===== src/rtl/cu_issue_ctrl.sv =====
// Compute-unit issue/control: two-stage (E/W) instruction pipeline, CU control decode,
// flag capture into astat/sticky, and bus-connect writeback arbitration.
module cu_issue_ctrl #(
  parameter int unsigned ADDRESS_WIDTH = 4,
  parameter int unsigned SIGNAL_WIDTH  = 3
) (
  input  logic                     clk,
  input  logic                     reset,
  input  logic                     instr_valid,
  output logic                     instr_ready,
  input  logic [31:0]              instr,
  input  logic                     bc_wr_valid,
  output logic                     bc_wr_ready,
  input  logic [ADDRESS_WIDTH-1:0] bc_wr_addr,
  output logic                     ps_alu_en,
  output logic                     ps_alu_log,
  output logic                     ps_alu_sat,
  output logic [1:0]               ps_alu_hc,
  output logic [2:0]               ps_alu_sc,
  output logic                     ps_mul_en,
  output logic                     ps_mul_otreg,
  output logic [3:0]               ps_mul_dtsts,
  output logic [1:0]               ps_mul_cls,
  output logic [1:0]               ps_mul_sc,
  output logic                     ps_shf_en,
  output logic [1:0]               ps_shf_cls,
  output logic [ADDRESS_WIDTH-1:0] ps_xb_raddx,
  output logic [ADDRESS_WIDTH-1:0] ps_xb_raddy,
  output logic [ADDRESS_WIDTH-1:0] ps_xb_wadd,
  output logic [SIGNAL_WIDTH-1:0]  ps_xb_w_cuEn,
  output logic                     ps_xb_w_bcEn,
  input  logic                     alu_ps_az,
  input  logic                     alu_ps_an,
  input  logic                     alu_ps_ac,
  input  logic                     alu_ps_av,
  input  logic                     mul_ps_mv,
  input  logic                     mul_ps_mn,
  input  logic                     shf_ps_sv,
  input  logic                     shf_ps_sz,
  input  logic                     sticky_clr,
  output logic [7:0]               astat,
  output logic [7:0]               sticky
);

  localparam int unsigned FLAG_W = 8;
  localparam logic [1:0] UNIT_ALU = 2'd0;
  localparam logic [1:0] UNIT_MUL = 2'd1;
  localparam logic [1:0] UNIT_SHF = 2'd2;

  logic                     e_valid;
  logic [31:0]              e_instr;
  logic                     w_exec;
  logic [1:0]               w_unit;
  logic [ADDRESS_WIDTH-1:0] w_wadd;

  logic [1:0]               e_unit;
  logic [ADDRESS_WIDTH-1:0] e_wadd, e_rx, e_ry;
  logic [3:0]               e_cond;
  logic                     cond_pass, stall, issue, accept;
  logic [FLAG_W-1:0]        flags_in, flag_mask, set_bits;
  logic                     unused_bits;

  assign e_unit      = e_instr[31:30];
  assign e_wadd      = ADDRESS_WIDTH'(e_instr[29:26]);
  assign e_rx        = ADDRESS_WIDTH'(e_instr[25:22]);
  assign e_ry        = ADDRESS_WIDTH'(e_instr[21:18]);
  assign e_cond      = e_instr[8:5];
  assign unused_bits = ^e_instr[4:0];

  // Condition code evaluated against the current astat
  always_comb begin
    cond_pass = 1'b0;
    case (e_cond)
      4'd0:    cond_pass = 1'b1;
      4'd1:    cond_pass = astat[0];
      4'd2:    cond_pass = ~astat[0];
      4'd3:    cond_pass = astat[1];
      4'd4:    cond_pass = ~astat[1];
      4'd5:    cond_pass = astat[2];
      4'd6:    cond_pass = astat[3];
      4'd7:    cond_pass = astat[4];
      4'd8:    cond_pass = astat[5];
      4'd9:    cond_pass = astat[6];
      4'd10:   cond_pass = astat[7];
      default: cond_pass = 1'b0;
    endcase
  end

  // A writing W instruction blocks E on a register hazard or on a not-yet-visible flag update
  assign stall = e_valid & w_exec &
                 ((w_wadd == e_rx) | (w_wadd == e_ry) | (e_cond != 4'd0));
  assign issue       = e_valid & ~stall & cond_pass & (e_unit != 2'd3);
  assign instr_ready = ~e_valid | ~stall;
  assign accept      = instr_valid & instr_ready;
  assign bc_wr_ready = bc_wr_valid & ~w_exec;

  always_ff @(posedge clk or negedge reset) begin
    if (!reset) begin
      e_valid <= 1'b0;
      e_instr <= '0;
      w_exec  <= 1'b0;
      w_unit  <= '0;
      w_wadd  <= '0;
    end else begin
      if (!stall) begin
        e_valid <= accept;
        if (accept) e_instr <= instr;
      end
      w_exec <= issue;
      w_unit <= e_unit;
      w_wadd <= e_wadd;
    end
  end

  // Unit controls from E, writeback select from W, bus write fills idle W slots
  always_comb begin
    ps_alu_en    = 1'b0;
    ps_alu_log   = 1'b0;
    ps_alu_sat   = 1'b0;
    ps_alu_hc    = '0;
    ps_alu_sc    = '0;
    ps_mul_en    = 1'b0;
    ps_mul_otreg = 1'b0;
    ps_mul_dtsts = '0;
    ps_mul_cls   = '0;
    ps_mul_sc    = '0;
    ps_shf_en    = 1'b0;
    ps_shf_cls   = '0;
    ps_xb_raddx  = '0;
    ps_xb_raddy  = '0;
    ps_xb_wadd   = '0;
    ps_xb_w_cuEn = '0;
    ps_xb_w_bcEn = 1'b0;
    if (e_valid) begin
      ps_xb_raddx = e_rx;
      ps_xb_raddy = e_ry;
    end
    if (issue) begin
      case (e_unit)
        UNIT_ALU: begin
          ps_alu_en  = 1'b1;
          ps_alu_log = e_instr[17];
          ps_alu_hc  = e_instr[16:15];
          ps_alu_sc  = e_instr[14:12];
          ps_alu_sat = e_instr[11];
        end
        UNIT_MUL: begin
          ps_mul_en    = 1'b1;
          ps_mul_otreg = e_instr[17];
          ps_mul_dtsts = e_instr[16:13];
          ps_mul_cls   = e_instr[12:11];
          ps_mul_sc    = e_instr[10:9];
        end
        UNIT_SHF: begin
          ps_shf_en  = 1'b1;
          ps_shf_cls = e_instr[17:16];
        end
        default: ;
      endcase
    end
    if (w_exec) begin
      ps_xb_w_cuEn = SIGNAL_WIDTH'(1) << w_unit;
      ps_xb_wadd   = w_wadd;
    end else if (bc_wr_valid) begin
      ps_xb_w_bcEn = 1'b1;
      ps_xb_wadd   = bc_wr_addr;
    end
  end

  assign flags_in = {shf_ps_sz, shf_ps_sv, mul_ps_mn, mul_ps_mv,
                     alu_ps_av, alu_ps_ac, alu_ps_an, alu_ps_az};

  always_comb begin
    flag_mask = '0;
    if (w_exec) begin
      case (w_unit)
        UNIT_ALU: flag_mask = 8'h0F;
        UNIT_MUL: flag_mask = 8'h30;
        UNIT_SHF: flag_mask = 8'hC0;
        default:  flag_mask = '0;
      endcase
    end
  end

  assign set_bits = flags_in & flag_mask;

  // Only the writing unit's flags move; a set beats a same-cycle sticky clear
  always_ff @(posedge clk or negedge reset) begin
    if (!reset) begin
      astat  <= '0;
      sticky <= '0;
    end else begin
      astat  <= (astat & ~flag_mask) | set_bits;
      sticky <= (sticky_clr ? 8'h00 : sticky) | set_bits;
    end
  end

endmodule


===== config.mk =====
export PLATFORM = sky130hd
export DESIGN_NAME = cu_issue_ctrl
export DESIGN_NICKNAME = d
export VERILOG_FILES = /design/src/rtl/cu_issue_ctrl.sv
export SDC_FILE = /design/constraint.sdc
export NUM_CORES = 1
export LEC_CHECK = 0
export BUFFER_PORTS_ARGS = -buffer_cell sky130_fd_sc_hd__buf_2
export CORE_MARGIN = 2
export CORE_UTILIZATION = 45
export DETAILED_ROUTE_END_ITERATION = 8
export PLACE_DENSITY = 0.73
export SLEW_MARGIN = 25
export SYNTH_ARGS = -nofsm -noshare
export SYNTH_HDL_FRONTEND = slang
export SYNTH_SLANG_ARGS = --single-unit

===== constraint.sdc =====
create_clock -name clk -period 2.3 [get_ports clk]
set_input_delay 0.115 -clock clk [delete_from_list [all_inputs] [get_ports clk]]
set_output_delay 0.115 -clock clk [all_outputs]
set_load 0.05 [all_outputs]

==> out/summary.txt <==
Outcome -> finished, final reports clean
Leakage power -> 1.87 nW
Reg2Reg Setup Slack -> 450 ps
Core area -> 0.00676 mm²
Die Wd -> 87.2 µm
Maximum VDD drop -> 415 µV
Largest net degree at the start of global routing -> 47
Total internal power -> 0.00238 W
Worst Hold Class -> in -> reg
Final setup violating endpoints -> 0
Total gr overflow -> 0
Comb pwr share -> 56.0%
Final hold violations -> 0
Startpoint types -> flop
Worst-path fanout max -> 18
Dpl hpwl -> 5610 µm
Die area -> 0.00760 mm²
CTS root buf -> clkbuf_8
Drt first pass iters -> 6
Starting density of the core -> 46.1%
FP Rows -> 30
Drt wl/cell -> 15.0 µm
Clock Sinks -> 51
Avg Cell Area, Syn -> 8.24 µm²
Layout cells sized above 1 -> 33.0%
Period Utilization, post-route -> 97.7%
Final min period -> 2250 ps
Initial DRC count -> 250
Switching power -> 0.00260 W
# port buffers -> 98
Worst hold slack -> 15.6 ps
Setup CP Type -> reg -> out
Total wire length -> 8210 µm
Sw Share -> 52.2%
Yosys warns -> 0
Worst reg-to-reg path cell count -> 4
Maxcap violations -> 0
Post-DRT Antenna Nets -> 0
Vias in the first global route -> 2,732
Worst-Margin Slew -> 866 ps
CTS Buf Count -> 5
Synthesized Nets -> 427
Post-synth EDFFs -> 0
Die H -> 87.2 µm
Vias -> 3,103
Synth area leader -> dfrtp_1
Ant diodes -> 0
Clock power frac -> 13.1%
Async S/R FF share, synth -> 100%
H-tree depth -> 2
CP arrival -> 2130 ps
Post-Syn Area -> 0.00311 mm²
First-pass GRT wire length -> 12,900 µm
Via density per instance -> 5.67
Placed inst area -> 0.00373 mm²
Most frequent cell after synthesis -> nand2_1
Sequential area share after synthesis -> 41.0%
DRC Markers -> 0
Flops & latches, synth -> 51
Clock-pin slew on the worst setup and hold paths -> 90 ps
CTS tree -> yes
FMAX -> 445 MHz
Max-slew violation count -> 0
Crit end category -> output port
Clk buf depth -> 2
I/O pin cnt -> 104
Worst hold stages -> 3
Clk_skew -> 11.4 ps
Critical Path RT -> 2180 ps
Insertion delay to the later sink of the worst-skew pair -> 310 ps
Antenna violations before repair -> 0
GRT Total Usage -> 21.1%
Commonest cells post-synth -> nand2_1, dfrtp_1, inv_1
Design area -> 0.00397 mm²
Seq pwr share -> 30.9%
Rel. slew slack -> 42.2%
# nets final -> 515
Yosys top cell area share -> 41.0%
Unique masters post-synth -> 38
Synth top area cells -> dfrtp_1, nand2_1, o311ai_0
Dominant synthesized flop cell -> dfrtp_1
Syn-to-layout area delta -> 27.5%
Pwr Density -> 1260 mW/mm²
GPL Wtd Cong -> 0.840
Gate Count Post-Synth -> 378
power groups by stage:
stage | clock (W) | sequential (W) | combinational (W)
floorplan | 0 | 0.00180 | 0.00184
global placement | 0 | 0.00154 | 0.00265
detailed placement | 0 | 0.00156 | 0.00270
CTS | 0.000671 | 0.00154 | 0.00275
global route | 0.000704 | 0.00158 | 0.00300
finish | 0.000654 | 0.00154 | 0.00279
final cells by class:
| type | count | area (µm²) |
|---|---|---|
| clock buffers | 6 | 82.6 |
| flip-flops and latches | 51 | 1280 |
| inverters | 35 | 131 |
| well taps | 80 | 100 |
| repair buffers | 113 | 694 |
| clock inverters | 2 | 35.0 |
| multi-input cells | 260 | 1650 |
| fillers | 593 | 2790 |
repair_timing:
| item | in CTS | in global routing |
|---|---|---|
| gates resized for setup | 24 | 12 |
| setup endpoints to repair | 21 | 20 |
| buffers inserted | 0 | 2 |
| pin swaps | 0 | 1 |
| hold buffers | 1 | 0 |
| endpoints found under the hold margin | 36 | 0 |
through the flow:
stage	std cells	TNS [ps]	utilization (%)	total power [W]	worst slack [ps]
6_report	547	0	58.8	0.00499	52.2
5_1_grt	547	-37.1	58.8	0.00529	-37.1
4_1_cts	545	0	58.0	0.00496	10.4
3_5_place_dp	536	0	55.2	0.00425	216
3_3_place_gp	536	0	55.2	0.00419	220
2_1_floorplan	378	-1000	-	0.00364	-500
logic make-up after synthesis:
group	after synthesis	share of synthesized area, %
and+or+nand+nor	155	23.4
AOI/OAI and AO/OA	95	22.1
buffers and inverters	67	10.6
DFF	51	41.0
xor gates and xnor gates	8	2.25
muxes	2	0.683
worst paths after layout:
| kind | startpoint | end |
|---|---|---|
| min reg2reg | e_instr[29] | w_wadd[3] |
| min in group asynchronous | reset | e_instr[12] |
| min | alu_ps_av | flop |
| max reg2reg | w_wadd[0] | e_instr[17] |
| max | e_instr[5] | ps_mul_cls[1] |
| max in group asynchronous | reset | e_instr[28] |
cells in the final DEF (no fill, tap or decap), types with 3 or more instances in the layout:
master and instances:
buf_6 7, nand2b_1 3, a21oi_1 13, xor2_1 8, o21ai_0 22, nor2b_1 3, clkbuf_8 6, inv_1 33
a22o_1 4, and2_1 10, nor2_1 28, nor4_4 3, and3_1 10, buf_4 25, a221oi_1 10, o22ai_1 13
o31ai_1 4, nor3_2 18, dfrtp_2 3, buf_2 77, nand2_1 74, o311ai_0 21, dfrtp_1 48
worst max-delay path, cell delays in order (launching register included):
cell and delay (ps):
dfrtp_2 470, nor4_4 320, o41ai_4 140, o21a_4 250, buf_6 180, nor3_2 270
buf_6 200
per-layer routing:
layer / share of wire [%] / up-vias / GRT usage, %
met4: 1.5 / 0 / 5.17
met2: 47 / 101 / 33.0
li1: - / 1495 / -
met1: 46 / 1493 / 30.4
met5: 0 / - / 0
met3: 5.5 / 14 / 3.98
(Power assumes the default switching activity.)
